`src/rtl/game_timer.sv`:
```
// Purpose : in-game countdown sequencer; divides clk to a 1 s tick and counts
//           elapsed seconds through an IDLE/RUN/PAUSE/DONE state machine.
// Latency : all outputs registered; first sec_tick/elapsed update lands
//           TICK_DIV cycles after RUN entry from a cleared prescaler.
// Backpressure: none; control inputs are sampled every cycle, never stalled.
//
// Ports:
//   clk, rst_n     clock and asynchronous active-low reset
//   start          level; arms a new game from IDLE or DONE
//   pause          one-cycle pulse; toggles RUN <-> PAUSE
//   abort          level; forces IDLE and clears the count (highest priority)
//   penalty        one-cycle pulse; +1 s in RUN (only with TIMER_PENALTY_EN)
//   elapsed_time   seconds elapsed, 0..GAME_SEC, saturating
//   sec_tick       one-cycle pulse on every elapsed increment from the tick
//   time_up        one-cycle pulse when elapsed reaches GAME_SEC
//   running/paused state decodes; state is IDLE=0 RUN=1 PAUSE=2 DONE=3
//
// Optional feature macro: TIMER_PENALTY_EN (adds the penalty port and logic).
module game_timer #(
  parameter int TICK_DIV = 100_000_000,
  parameter int GAME_SEC = 30,
  parameter int CNT_W    = 27
) (
  input  logic       clk,
  input  logic       rst_n,
  input  logic       start,
  input  logic       pause,
  input  logic       abort,
`ifdef TIMER_PENALTY_EN
  input  logic       penalty,
`endif
  output logic [4:0] elapsed_time,
  output logic       sec_tick,
  output logic       time_up,
  output logic       running,
  output logic       paused,
  output logic [1:0] state
);

  typedef enum logic [1:0] {
    ST_IDLE  = 2'd0,
    ST_RUN   = 2'd1,
    ST_PAUSE = 2'd2,
    ST_DONE  = 2'd3
  } state_e;

  localparam logic [CNT_W-1:0] PRESC_LAST = CNT_W'(TICK_DIV - 1);
  localparam logic [4:0]       GAME_SEC_5 = 5'(GAME_SEC);
  localparam logic [5:0]       GAME_SEC_6 = 6'(GAME_SEC);

  state_e           state_q, state_d;
  logic [4:0]       elapsed_q, elapsed_d;
  logic [CNT_W-1:0] presc_q, presc_d;
  logic             sec_tick_q, sec_tick_d;
  logic             time_up_q, time_up_d;
  logic             running_q, running_d;
  logic             paused_q, paused_d;

  logic             tick_hit;
  logic             pen_hit;
  logic [1:0]       add_sec;
  logic [5:0]       sum_sec;
  logic [4:0]       sat_sec;

  assign tick_hit = (state_q == ST_RUN) && (presc_q == PRESC_LAST);

`ifdef TIMER_PENALTY_EN
  assign pen_hit = (state_q == ST_RUN) && penalty;
`else
  assign pen_hit = 1'b0;
`endif

  // A tick and a penalty in the same cycle add two seconds; the sum is one
  // bit wider so saturation at GAME_SEC can never wrap.
  assign add_sec = {1'b0, tick_hit} + {1'b0, pen_hit};
  assign sum_sec = {1'b0, elapsed_q} + {4'b0, add_sec};
  assign sat_sec = (sum_sec >= GAME_SEC_6) ? GAME_SEC_5 : sum_sec[4:0];

  always_comb begin
    state_d    = state_q;
    elapsed_d  = elapsed_q;
    presc_d    = presc_q;
    sec_tick_d = 1'b0;
    time_up_d  = 1'b0;

    if (abort) begin
      // Overrides any tick or timeout landing on the same edge.
      state_d   = ST_IDLE;
      elapsed_d = '0;
      presc_d   = '0;
    end else begin
      case (state_q)
        ST_IDLE, ST_DONE: begin
          if (start) begin
            state_d   = ST_RUN;
            elapsed_d = '0;
            presc_d   = '0;
          end
        end
        ST_RUN: begin
          presc_d    = tick_hit ? '0 : presc_q + CNT_W'(1);
          elapsed_d  = sat_sec;
          sec_tick_d = tick_hit;
          // The edge that carries a pause pulse still performs the full RUN
          // update; reaching GAME_SEC wins over the pause request.
          if ((add_sec != 2'd0) && (sat_sec == GAME_SEC_5)) begin
            time_up_d = 1'b1;
            state_d   = ST_DONE;
          end else if (pause) begin
            state_d = ST_PAUSE;
          end
        end
        ST_PAUSE: begin
          if (pause) begin
            state_d = ST_RUN;
          end
        end
        default: begin
          state_d = ST_IDLE;
        end
      endcase
    end

    running_d = (state_d == ST_RUN);
    paused_d  = (state_d == ST_PAUSE);
  end

  always_ff @(posedge clk or negedge rst_n) begin
    if (!rst_n) begin
      state_q    <= ST_IDLE;
      elapsed_q  <= '0;
      presc_q    <= '0;
      sec_tick_q <= 1'b0;
      time_up_q  <= 1'b0;
      running_q  <= 1'b0;
      paused_q   <= 1'b0;
    end else begin
      state_q    <= state_d;
      elapsed_q  <= elapsed_d;
      presc_q    <= presc_d;
      sec_tick_q <= sec_tick_d;
      time_up_q  <= time_up_d;
      running_q  <= running_d;
      paused_q   <= paused_d;
    end
  end

  assign state        = state_q;
  assign elapsed_time = elapsed_q;
  assign sec_tick     = sec_tick_q;
  assign time_up      = time_up_q;
  assign running      = running_q;
  assign paused       = paused_q;

endmodule

```
`config.mk`:
```
export PLATFORM = sky130hd
export DESIGN_NAME = game_timer
export DESIGN_NICKNAME = d
export VERILOG_FILES = /design/src/rtl/game_timer.sv
export SDC_FILE = /design/constraint.sdc
export NUM_CORES = 1
export LEC_CHECK = 0
export ABC_AREA = 1
export CORE_MARGIN = 2
export CORE_UTILIZATION = 49
export CTS_CLUSTER_SIZE = 8
export DETAILED_ROUTE_END_ITERATION = 10
export PLACE_DENSITY = 0.66
export SLEW_MARGIN = 40
export SYNTH_ARGS = -nofsm -noshare
export SYNTH_HDL_FRONTEND = slang
export SYNTH_SLANG_ARGS = --single-unit
```
`constraint.sdc`:
```
create_clock -name clk -period 3.6 [get_ports clk]
set_input_delay 0.36 -clock clk [delete_from_list [all_inputs] [get_ports clk]]
set_output_delay 0.36 -clock clk [all_outputs]
set_load 0.05 [all_outputs]
```
* Yosys cells after proc, flatten, opt, wreduce, memory -nomap -nowiden *
Cells that the tools add are included.

word-level totals
  flip-flop bits (word level) = 38
  bits of input ports = 5
  output and inout port bits = 11
  word-level logic and storage cells = 43

operators by class
  add/subtract/negate cells = 2
  magnitude comparators = 1
  equal/unequal tests = 8
  muxes and demuxes = 19
  reduce and logical (&&, ||, !) cells = 6

operator list
  kind                                                                count
  2-to-1 mux 27 bit                                                   3
  one-hot mux 27 bit (2 select lines)                                 1
  adder 27 x 1 -> 27 bit (second input constant)                      1
  == test 27 bit (second input constant)                              1
  2-to-1 mux 5 bit                                                    3
  2-to-1 mux 2 bit                                                    5
  one-hot mux 5 bit (2 select lines)                                  1
  adder 5 x 1 -> 6 bit                                                1
  == test 2 bit (second input constant)                               3
  greater-or-equal comparator 6 x 5 -> 1 bit (second input constant)  1
  one-hot mux 2 bit (3 select lines)                                  1
  == test 5 bit (second input constant)                               1
  2-to-1 mux 1 bit                                                    5
  == test 2 x 1 -> 1 bit (second input constant)                      2
  != test 3 bit (second input constant)                               1
  nonzero test 3 bit                                                  1
  logical AND 1 bit                                                   2
  zero test 2 bit                                                     1
  AND reduction 2 bit                                                 1
  OR reduction 2 bit                                                  1

* Longest topological paths before layout *
Gate-level depths: netlist of the first run.

  word-level depth = 11
  gate-level depth with buffers = 19
  gate-level depth less buffers = 19

* Worst setup path before layout of the first run *
OpenSTA, ideal clock, no wires.

  kind = register -> register
  from = register state_q[0], in the netlist state[0]
  to = register running_q, in the netlist running
  library setup time = 118 ps
  arrival = 2,504 ps
  data required time = 3,482 ps
  slack = 978 ps
  cell stages (with the launch flop) = 18
  buffers on the path = 0
  clock period less this slack = 2,622 ps
  cells stage by stage = dfrtp_1 ha_1 nand3_1 nand3b_1 nor2_2 ha_1 ha_1 nand3_1 nand2_1 nand2_1 inv_1 nand3_1 nand2_1 nand2_1 nand2_1 nand2_1 a21oi_2 nor2_1

on the way
  cells in the longest elaborated chain, start to end = 11
  elaborated cells on any way between the ends = 18
  classes of those cells = add/sub (1); order compare (1); eq/ne (5); mux (7); reduce/logical (4)

ends and longest elaborated chain
  element                                     line    text
  start, declared                             51      state_e state_q, state_d;
  start signal, assigned                      138     state_q <= state_d;
  == test 2 x 1 -> 1 bit                      65, 92
  logical AND 1 bit                           65      assign tick_hit = (state_q == ST_RUN) && (presc_q == PRESC_LAST);
  adder 5 x 1 -> 6 bit                        76      assign sum_sec = {1'b0, elapsed_q} + {4'b0, add_sec};
  greater-or-equal comparator 6 x 5 -> 1 bit  77      assign sat_sec = (sum_sec >= GAME_SEC_6) ? GAME_SEC_5 : sum_sec[4:0];
  2-to-1 mux 5 bit                            77
  == test 5 bit                               106     if ((add_sec != 2'd0) && (sat_sec == GAME_SEC_5)) begin
  logical AND 1 bit                           106
  2-to-1 mux 2 bit                            106
  one-hot mux 2 bit (3 select lines) *        92      case (state_q)
  2-to-1 mux 2 bit *                          86      if (abort) begin
  net state_d[1]                              51
  == test 2 x 1 -> 1 bit *                    124     running_d = (state_d == ST_RUN);
  net running_d                               56      logic running_q, running_d;
  end signal, assigned                        143     running_q <= running_d;
  end, declared                               56

The timed path passes the listed nets; every way through them passes the cells marked *.
A chain may end at the register's enable or synchronous reset.

* Worst setup path after layout of the first run *
  from = register presc_q[1]
  to = register running_q, in the netlist running

on the way
  cells in the longest elaborated chain, start to end = 11

ends and longest elaborated chain
  element                                     line  text
  start, declared                             53    logic [CNT_W-1:0] presc_q, presc_d;
  start signal, assigned                      140   presc_q <= presc_d;
  == test 27 bit *                            65
  logical AND 1 bit *                         65
  adder 5 x 1 -> 6 bit                        76
  greater-or-equal comparator 6 x 5 -> 1 bit  77
  2-to-1 mux 5 bit                            77
  == test 5 bit                               106
  logical AND 1 bit *                         106
  2-to-1 mux 2 bit *                          106
  one-hot mux 2 bit (3 select lines) *        92
  2-to-1 mux 2 bit *                          86
  net state_d[1]                              51
  == test 2 x 1 -> 1 bit *                    124
  net running_d                               56

Marks and branches as above.

==> run summary, run 1 <==
top-count cell post-synth -> nand2_1
max cap viols -> 0
power density cells -> 412 mW/mm2
drt initial violations -> 149
Final min period -> 2.76 ns
critical path peak fanout -> 4
Routed Antenna Nets -> 0
final setup violating endpoints -> 0
Mapped Area -> 0.00243 mm2
starting density of the core -> 0.512
IO buf count -> 15
most used cell, CP -> nand2_1
Leak -> 1.20 nW
Critical Path AT -> 2.94 ns
die width -> 74.5 um
Post-DP Area -> 0.00264 mm2
dominant synthesized flop cell -> dfrtp_1
endpoint class of the critical path -> flop
CTS tree -> yes
CP peak stage delay -> 0.40 ns
Synth area leaders -> dfrtp_1 (39%), nand2_1 (13%), nor2_1 (7.4%), inv_1 (6.8%), nand3_1 (5.1%)
crit path cell chain -> ha_1, nand2_1, nor3_4, nand4_1, nor2_2, ha_1, ha_1, nand3_1, nand2_1, nand2_1, inv_1, nand3_1, nand2_1, nand2_1, nand2_1, nand2_1, a21oi_2, nor2_1
Hold Crit Class -> in2async
Least-Margin Pin Slew -> 0.656 ns
Buf+Inv Stages, Crit Path -> 1
final hold violation count -> 0
top sig layer -> met4
Final Max Slew Viols -> 0
flops & latches, synth -> 38
FMAX -> 0.362 GHz
wire length per cell -> 13.1 um
clock transition at the registers of the reported paths -> 0.07 ns
Final HPWL DP -> 4270 um
post-route cell area -> 0.00273 mm2
critical path's slowest cell -> dfrtp_1
Yosys cell types -> 31
worst-skew pair later-pin latency -> 0.29 ns
Worst Path Required -> 3.78 ns
global-route wire length before repair -> 9530 um
DRT met1 WL -> 2470 um
Tcrit/Tclk final -> 0.766
Area Overhead vs Synth -> 12.1%
clk root buf -> clkbuf_8
post-cts sizing count -> 0
wire length on met2 -> 2840 um
pin count of the biggest net entering global routing -> 39
CP delay by family, top -> simple AND/OR/NAND/NOR gates
Post-Synthesis Cells -> 338
DRT Wirelength -> 5570 um
TritonCTS Buffers -> 5
Fillers -> 474
# IOs -> 16
cell taking the most area after synthesis -> dfrtp_1
layout cells sized above 1 -> 0.0642
setup TNS -> 0 ns
clk_skew -> 0.00705 ns
Die H -> 74.5 um
Num Clock Sinks -> 38
initial antenna violation count -> 0
FFs w/ async S/R, synth -> 1.00
Nets -> 367
Die ar. -> 0.00554 mm2
Commonest cells post-synth -> nand2_1 (86), nor2_1 (48), inv_1 (44)
WS Path Type -> reg2reg
Post-CTS Setup Bufs -> 0
GRT Residual Overflow -> 0
CTS Hold Bufs -> 0
RSZ-0062 raised after global routing -> no
row count -> 25
Synth top area share -> 0.391
drt drc -> 0
vias in the first global route -> 2125
gpl congestion -> 0.899
Post-synth EDFFs -> 0
status -> finished, final reports clean
vias after detailed routing -> 2229
Global Route Usage Sum -> 0.228
Via-to-Cell Ratio -> 5.24
ANT cells -> 0
CTS max path bufs -> 2
synthesized area per cell -> 7.20 um2
Met3 Routed Length -> 208 um
critical path startpoint category -> flop
syn_nets -> 348
Core Region -> 0.00475 mm2
register area share after synthesis -> 0.391
YS warnings -> 0
DR pass1 iterations -> 4
H-Tree Level Count -> 2
VDD IR max -> 208 uV
headroom to the max-slew limit -> 0.562
[where the power goes]
group	leakage, nW	internal (mW)	switching [mW]
combinational	0.629	0.0938	0.265
clock	0.0482	0.154	0.145
sequential	0.528	0.448	0.0161
total	1.20	0.697	0.426
[sequential cells by signal, indices dropped and copies added (netlist names)]
| name | count |
|---|---|
| presc_q | 27 |
| elapsed_time | 5 |
| running | 1 |
| sec_tick | 1 |
| paused | 1 |
| time_up | 1 |
| state | 2 |
[metrics by stage]
stage	total power, mW	std cells	setup slack [ns]	util	hold WS (ns)
after floorplan	0.745	338	0.978	-	0.0644
after global placement	0.832	417	0.951	0.554	0.523
after detailed placement	0.837	417	0.863	0.554	0.360
after CTS	1.14	425	0.828	0.573	0.0436
after global routing	1.19	425	0.527	0.573	0.0637
final	1.12	425	0.841	0.573	0.0301
[cells in the final DEF (no fill, tap or decap), types with 3 or more instances in the layout]
master / n
a21oi_1: 10
a21oi_2: 3
a31oi_1: 3
clkbuf_8: 6
clkdlybuf4s50_1: 14
dfrtp_1: 38
ha_1: 5
inv_1: 44
nand2_1: 86
nand3_1: 25
nand4_1: 8
nor2_1: 48
nor3_1: 13
nor4_1: 3
o21ai_0: 14
xnor2_1: 6
xor2_1: 12
[per-layer routing]
layer | global-route usage | up-vias
met5 | 0 | -
met4 | 0.0536 | 0
met3 | 0.0447 | 6
met2 | 0.408 | 36
met1 | 0.284 | 1061
li1 | - | 1126
[final timing paths]
kind                                   end       startpoint  slack, ns  depth (start not counted)
max in group asynchronous      presc_q[22]            rst_n       3.23                          1
hold reg to reg            elapsed_time[0]  elapsed_time[0]       0.54                          2
min in group clk           elapsed_time[0]  elapsed_time[0]       0.54                          2
setup reg to reg                   running       presc_q[1]       0.84                         18
hold / removal                 presc_q[12]            rst_n       0.03                          1
setup / recovery                   running       presc_q[1]       0.84                         18
[logic make-up (layout without fill, tap and decap cells)]
kind of cell | after synthesis | in the layout | synth area share
DFF | 38 | 38 | 0.391
AOI/OAI and AO/OA | 33 | 33 | 0.0761
adders and majority gates | 5 | 5 | 0.0257
xor gates and xnor gates | 18 | 18 | 0.0648
buffers and inverters | 49 | 69 | 0.0838
and+or+nand+nor | 195 | 195 | 0.359
[layout make-up]
| class | count | area [um2] | area share |
|---|---|---|---|
| Timing Repair Buffer | 15 | 148 | 0.0542 |
| Tap cell | 67 | 83.8 | 0.0307 |
| Sequential cell | 38 | 951 | 0.349 |
| Multi-Input combinational cell | 251 | 1280 | 0.469 |
| Inverter | 46 | 175 | 0.0642 |
| Clock buffer | 7 | 86.3 | 0.0317 |
| Clock inverter | 1 | 5.00 | 0.00184 |
Power figures use the tool's default switching activity.
==> run 2, diff against run 1 <==
==> constraint.sdc (replaced) <==
create_clock -name clk -period 2.6 [get_ports clk]
set_input_delay 0.26 -clock clk [delete_from_list [all_inputs] [get_ports clk]]
set_output_delay 0.26 -clock clk [all_outputs]
set_load 0.05 [all_outputs]
==> run summary, run 2 (same netlist as run 1, synthesis figures left out) <==
CTS tree -> yes (unchanged)
worst slack at placement -> 0.00819 ns (was 0.863 ns)
WS Path Type -> reg2reg (unchanged)
starting density of the core -> 0.512 (unchanged)
status -> finished, final reports clean (unchanged)
H-Tree Level Count -> 2 (unchanged)
Global Route Usage Sum -> 0.242 (was 0.228)
final setup violating endpoints -> 0 (unchanged)
Final HPWL DP -> 4350 um (was 4270 um)
commonest non-fill, non-tap cell in the layout -> nand2_1 (unchanged)
Core Region -> 0.00475 mm2 (unchanged)
Num Clock Sinks -> 38 (unchanged)
Critical Path AT -> 2.61 ns (was 2.94 ns)
clock transition at the registers of the reported paths -> 0.07 ns (about the same)
Die H -> 74.5 um (unchanged)
CP endpoint -> paused (was running)
global-route wire length before repair -> 10100 um (was 9530 um)
wire length per cell -> 13.3 um (was 13.1 um)
worst reg2reg path endpoint -> paused (was running)
FMAX -> 0.412 GHz (was 0.362 GHz)
Hold Crit Class -> in2async (unchanged)
worst-skew pair later-pin latency -> 0.29 ns (about the same)
vias after detailed routing -> 2254 (was 2229)
critical path's slowest cell -> dfrtp_2 (was dfrtp_1)
clk_skew -> 0.00634 ns (was 0.00705 ns)
die width -> 74.5 um (unchanged)
drt drc -> 0 (unchanged)
VDD IR max -> 344 uV (was 208 uV)
Area Overhead vs Synth -> 19.8% (was 12.1%)
Setup WS post-layout -> 0.170 ns (was 0.841 ns)
ANT cells -> 0 (unchanged)
CP peak stage delay -> 0.43 ns (was 0.40 ns)
Fillers -> 471 (was 474)
endpoint class of the critical path -> flop (unchanged)
most used cell, CP -> nand2_1 (unchanged)
Critical Path Start -> state[1] (was presc_q[1])
# IOs -> 16 (unchanged)
Nets -> 386 (was 367)
GRT Residual Overflow -> 0 (unchanged)
DRT Wirelength -> 5900 um (was 5570 um)
most frequent cells in the layout -> nand2_1 (81), nor2_1 (48), inv_1 (43) (was nand2_1 (86), nor2_1 (48), inv_1 (44))
final std cells w/o fill -> 443 (was 425)
post-route cell area -> 0.00291 mm2 (was 0.00273 mm2)
IO buf count -> 15 (unchanged)
R2R Setup Slk -> 0.17 ns (was 0.84 ns)
setup TNS -> 0 ns (unchanged)
Pwr Total -> 1.59 mW (was 1.12 mW)
Die ar. -> 0.00554 mm2 (unchanged)
initial antenna violation count -> 0 (unchanged)
Tcrit/Tclk final -> 0.935 (was 0.766)
Post-DP Area -> 0.00271 mm2 (was 0.00264 mm2)
# placed instances -> 426 (was 417)
Routed Antenna Nets -> 0 (unchanged)
headroom to the max-slew limit -> 0.517 (was 0.562)
max cap viols -> 0 (unchanged)
pin count of the biggest net entering global routing -> 39 (unchanged)
gpl congestion -> 0.872 (was 0.899)
cells on worst reg2reg path -> 18 (unchanged)
TritonCTS Buffers -> 5 (unchanged)
critical path peak fanout -> 4 (unchanged)
vias in the first global route -> 2270 (was 2125)
Worst Path Required -> 2.78 ns (was 3.78 ns)
layout cells sized above 1 -> 0.141 (was 0.0642)
power density cells -> 545 mW/mm2 (was 412 mW/mm2)
critical path startpoint category -> flop (unchanged)
CTS max path bufs -> 2 (unchanged)
max reg flops -> 27 (unchanged)
Largest Register -> presc_q (unchanged)
area of the multi-input gates -> 0.00133 mm2 (was 0.00128 mm2)
clk root buf -> clkbuf_8 (unchanged)
Final Max Slew Viols -> 0 (unchanged)
row count -> 25 (unchanged)
DR pass1 iterations -> 4 (unchanged)
crit path cell chain -> inv_2, ha_4, nand3_1, nand3b_1, nor2_2, ha_2, ha_4, nand3_1, nand2_1, nand2_1, inv_1, nand3_2, nand2_2, nand2_2, nand2_1, nand2_1, a21oi_2, nor2_1 (was ha_1, nand2_1, nor3_4, nand4_1, nor2_2, ha_1, ha_1, nand3_1, nand2_1, nand2_1, inv_1, nand3_1, nand2_1, nand2_1, nand2_1, nand2_1, a21oi_2, nor2_1)
FF+latch area -> 953 um2 (was 951 um2)
reg-to-reg startpoint -> state[1] (was presc_q[1])
Via-to-Cell Ratio -> 5.09 (was 5.24)
drt initial violations -> 145 (was 149)
Least-Margin Pin Slew -> 0.718 ns (was 0.656 ns)
Final min period -> 2.43 ns (was 2.76 ns)
Leak -> 1.29 nW (was 1.20 nW)
final hold violation count -> 0 (unchanged)
run 2: cell type report:
cell class,count,area share
Tap cell,67,0.0288
Multi-Input combinational cell,251,0.457
Inverter,46,0.0601
Sequential cell,38,0.327
Timing Repair Buffer,34,0.100
Clock buffer,7,0.0262
run 2: timing repair:
action                                  in CTS  in global routing
pin swaps                                    1                  8
hold endpoints to repair                    38                  0
resized for setup                            3                 12
setup buffers                                0                  9
hold buffers                                 1                  0
endpoints found under the setup margin       2                  6
run 2: worst min path at each step:
stage | end | slack [ns]
2_1_floorplan | elapsed_time[0] | -0.04
3_3_place_gp | elapsed_time[1] | 0.42
3_5_place_dp | elapsed_time[2] | 0.26
4_1_cts | presc_q[13] | 0.50
5_1_grt | elapsed_time[2] | 0.52
6_report | elapsed_time[2] | 0.47
run 2: worst max-delay path: cells and delay by family, from the launching register on:
kind	cells	cell delay (ns)
compound gates	1	0.15
fa+ha+maj	3	0.52
buf+inv	2	0.15
flops	1	0.43
simple gates	12	1.06
run 2: report_power, final:
group	leakage [nW]	switching (mW)	internal [mW]	total (mW)
logic	0.724	0.389	0.170	0.559
clock network	0.0383	0.199	0.185	0.383
registers	0.525	0.0223	0.623	0.645
total	1.29	0.610	0.978	1.59
run 2: layer usage:
metal,global-route usage,up-vias,part of all wire
li1,-,1158,-
met1,0.289,1041,0.44
met2,0.425,45,0.50
met3,0.0528,10,0.040
met4,0.0913,0,0.015
met5,0,-,0
run 2: stage by stage:
stage	util	hold WS, ns
after global placement	0.568	0.417
after floorplan	-	-0.0356
after CTS	0.589	0.499
after global routing	0.613	0.519
final	0.613	0.473
after detailed placement	0.569	0.264
==> run 3, diff against run 2 <==
--- a/config.mk
+++ b/config.mk
@@ -6,7 +6,6 @@
 export NUM_CORES = 1
 export LEC_CHECK = 0
 export ABC_AREA = 1
-export CORE_MARGIN = 2
 export CORE_UTILIZATION = 49
 export CTS_CLUSTER_SIZE = 8
 export DETAILED_ROUTE_END_ITERATION = 10
==> run summary, run 3 (same netlist as run 1, synthesis figures left out) <==
drt initial violations -> 143 (was 145)
Switching Share -> 0.389 (was 0.384)
IO buf count -> 15 (unchanged)
vias after detailed routing -> 2239 (was 2254)
Num Clock Sinks -> 38 (unchanged)
Setup WS post-layout -> 0.157 ns (was 0.170 ns)
starting density of the core -> 0.512 (unchanged)
final std cells w/o fill -> 436 (was 443)
DR pass1 iterations -> 4 (unchanged)
Area Overhead vs Synth -> 17.4% (was 19.8%)
critical path's slowest cell -> dfrtp_2 (unchanged)
# placed instances -> 425 (was 426)
clock transition at the registers of the reported paths -> 0.07 ns (about the same)
ANT cells -> 0 (unchanged)
initial antenna violation count -> 0 (unchanged)
row count -> 25 (unchanged)
GRT Residual Overflow -> 0 (unchanged)
max reg flops -> 27 (unchanged)
clk root buf -> clkbuf_8 (unchanged)
Die ar. -> 0.00525 mm2 (was 0.00554 mm2)
Least-Margin Pin Slew -> 0.647 ns (was 0.718 ns)
Final min period -> 2.44 ns (was 2.43 ns)
Routed Antenna Nets -> 0 (unchanged)
R2R Setup Slk -> 0.16 ns (was 0.17 ns)
H-Tree Level Count -> 2 (unchanged)
Largest Register -> presc_q (unchanged)
Critical Path AT -> 2.62 ns (was 2.61 ns)
Switch Pwr -> 0.619 mW (was 0.610 mW)
endpoint class of the critical path -> flop (unchanged)
Final Max Slew Viols -> 0 (unchanged)
CP delay by family, top -> simple AND/OR/NAND/NOR gates (unchanged)
Hold Crit Class -> in2async (unchanged)
commonest non-fill, non-tap cell in the layout -> nand2_1 (unchanged)
Reg power frac -> 0.405 (was 0.406)
Fillers -> 470 (was 471)
Clk network pwr share -> 0.244 (was 0.241)
vias in the first global route -> 2253 (was 2270)
Worst Path Required -> 2.78 ns (about the same)
headroom to the max-slew limit -> 0.565 (was 0.517)
wire length per cell -> 13.5 um (was 13.3 um)
# IOs -> 16 (unchanged)
global-route wire length before repair -> 9760 um (was 10100 um)
critical path startpoint category -> flop (unchanged)
CTS tree -> yes (unchanged)
final hold violation count -> 0 (unchanged)
Nets -> 379 (was 386)
Via-to-Cell Ratio -> 5.14 (was 5.09)
die width -> 72.5 um (was 74.5 um)
Leak -> 1.25 nW (was 1.29 nW)
combinational group share of total power -> 0.350 (was 0.352)
max cap viols -> 0 (unchanged)
CTS max path bufs -> 2 (unchanged)
Buf+Inv Stages, Crit Path -> 2 (unchanged)
hold slack -> 0.474 ns (was 0.473 ns)
worst-skew pair later-pin latency -> 0.29 ns (about the same)
Power Internal -> 0.973 mW (was 0.978 mW)
most used cell, CP -> nand2_1 (unchanged)
worst slack at placement -> 0.0165 ns (was 0.00819 ns)
critical path peak fanout -> 5 (was 4)
TritonCTS Buffers -> 5 (unchanged)
pin count of the biggest net entering global routing -> 39 (unchanged)
clk_skew -> 0.00650 ns (was 0.00634 ns)
FMAX -> 0.409 GHz (was 0.412 GHz)
Die H -> 72.5 um (was 74.5 um)
layout cells sized above 1 -> 0.119 (was 0.141)
drt drc -> 0 (unchanged)
CP peak stage delay -> 0.44 ns (was 0.43 ns)
Final HPWL DP -> 4330 um (was 4350 um)
WS Path Type -> reg2reg (unchanged)
gpl congestion -> 0.874 (was 0.872)
power density cells -> 557 mW/mm2 (was 545 mW/mm2)
Global Route Usage Sum -> 0.247 (was 0.242)
status -> finished, final reports clean (unchanged)
Pwr Total -> 1.59 mW (about the same)
final setup violating endpoints -> 0 (unchanged)
VDD IR max -> 340 uV (was 344 uV)
Tcrit/Tclk final -> 0.940 (was 0.935)
most frequent cells in the layout -> nand2_1 (83), nor2_1 (48), inv_1 (43) (was nand2_1 (81), nor2_1 (48), inv_1 (43))
crit path cell chain -> inv_2, ha_4, nand3_1, nand3b_1, nor2_2, ha_2, ha_4, nand3_1, nand2_1, nand2_1, inv_1, nand3_2, nand2_2, nand2_1, nand2_1, nand2_2, a21oi_2, nor2_1 (was inv_2, ha_4, nand3_1, nand3b_1, nor2_2, ha_2, ha_4, nand3_1, nand2_1, nand2_1, inv_1, nand3_2, nand2_2, nand2_2, nand2_1, nand2_1, a21oi_2, nor2_1)
DRT Wirelength -> 5880 um (was 5900 um)
Core Region -> 0.00475 mm2 (unchanged)
==> run 3: changes by cell type in the layout (fill, tap and decap cells not counted), sizes merged <==
cell | before | now
buf | 19 | 12
==> run 3: power by group through the flow <==
stage | Sequential, mW | Clock [mW] | Combinational, mW
after floorplan | 0.738 | 0 | 0.295
after detailed placement | 0.654 | 0 | 0.546
after global placement | 0.653 | 0 | 0.542
after CTS | 0.642 | 0.395 | 0.549
final | 0.645 | 0.389 | 0.558
after global routing | 0.649 | 0.418 | 0.611
==> run 3: per-layer routing <==
layer  global-route usage  vias to the layer above  share of wire
li1                     -                     1149              -
met1                0.286                     1039           0.46
met2                0.452                       40           0.50
met3               0.0514                       11          0.028
met4               0.0828                        0          0.019
met5                    0                        -              0
==> run 3: layout make-up <==
cell class                 instances  area (um2)  area share
tap                               67        83.8      0.0293
multi-input combinational        251        1330       0.465
sequential                        38         953       0.334
timing repair buffer              27         240      0.0841
clock buffer                       7        76.3      0.0267
inverter                          46         175      0.0613
==> run 3: worst paths after layout <==
| check | startpoint | endpoint | cells past startpoint |
|---|---|---|---|
| max | state[1] | running | 18 |
| max reg2reg | state[1] | running | 18 |
| min in group clk | elapsed_time[0] | elapsed_time[0] | 2 |
| min reg2reg | elapsed_time[0] | elapsed_time[0] | 2 |
| min | rst_n | elapsed_time[2] | 2 |
| max in group asynchronous | rst_n | state[1] | 2 |
==> run 3: repair_timing <==
| action | in CTS | in global routing |
|---|---|---|
| setup buffers | 1 | 2 |
| hold endpoints to repair | 38 | 0 |
| pin swaps | 1 | 8 |
| gates cloned | 0 | 0 |
| endpoints found under the setup margin | 1 | 6 |
| hold buffers | 1 | 0 |
| resized for setup | 0 | 13 |
==> run 3: stage by stage <==
stage          utilization  area [um2]  setup TNS, ns
6_report             0.601        2860              0
5_1_grt              0.601        2860        -0.0702
4_1_cts              0.587        2790              0
3_5_place_dp         0.567        2700              0
3_3_place_gp         0.567        2700              0
2_1_floorplan            -        2430              0
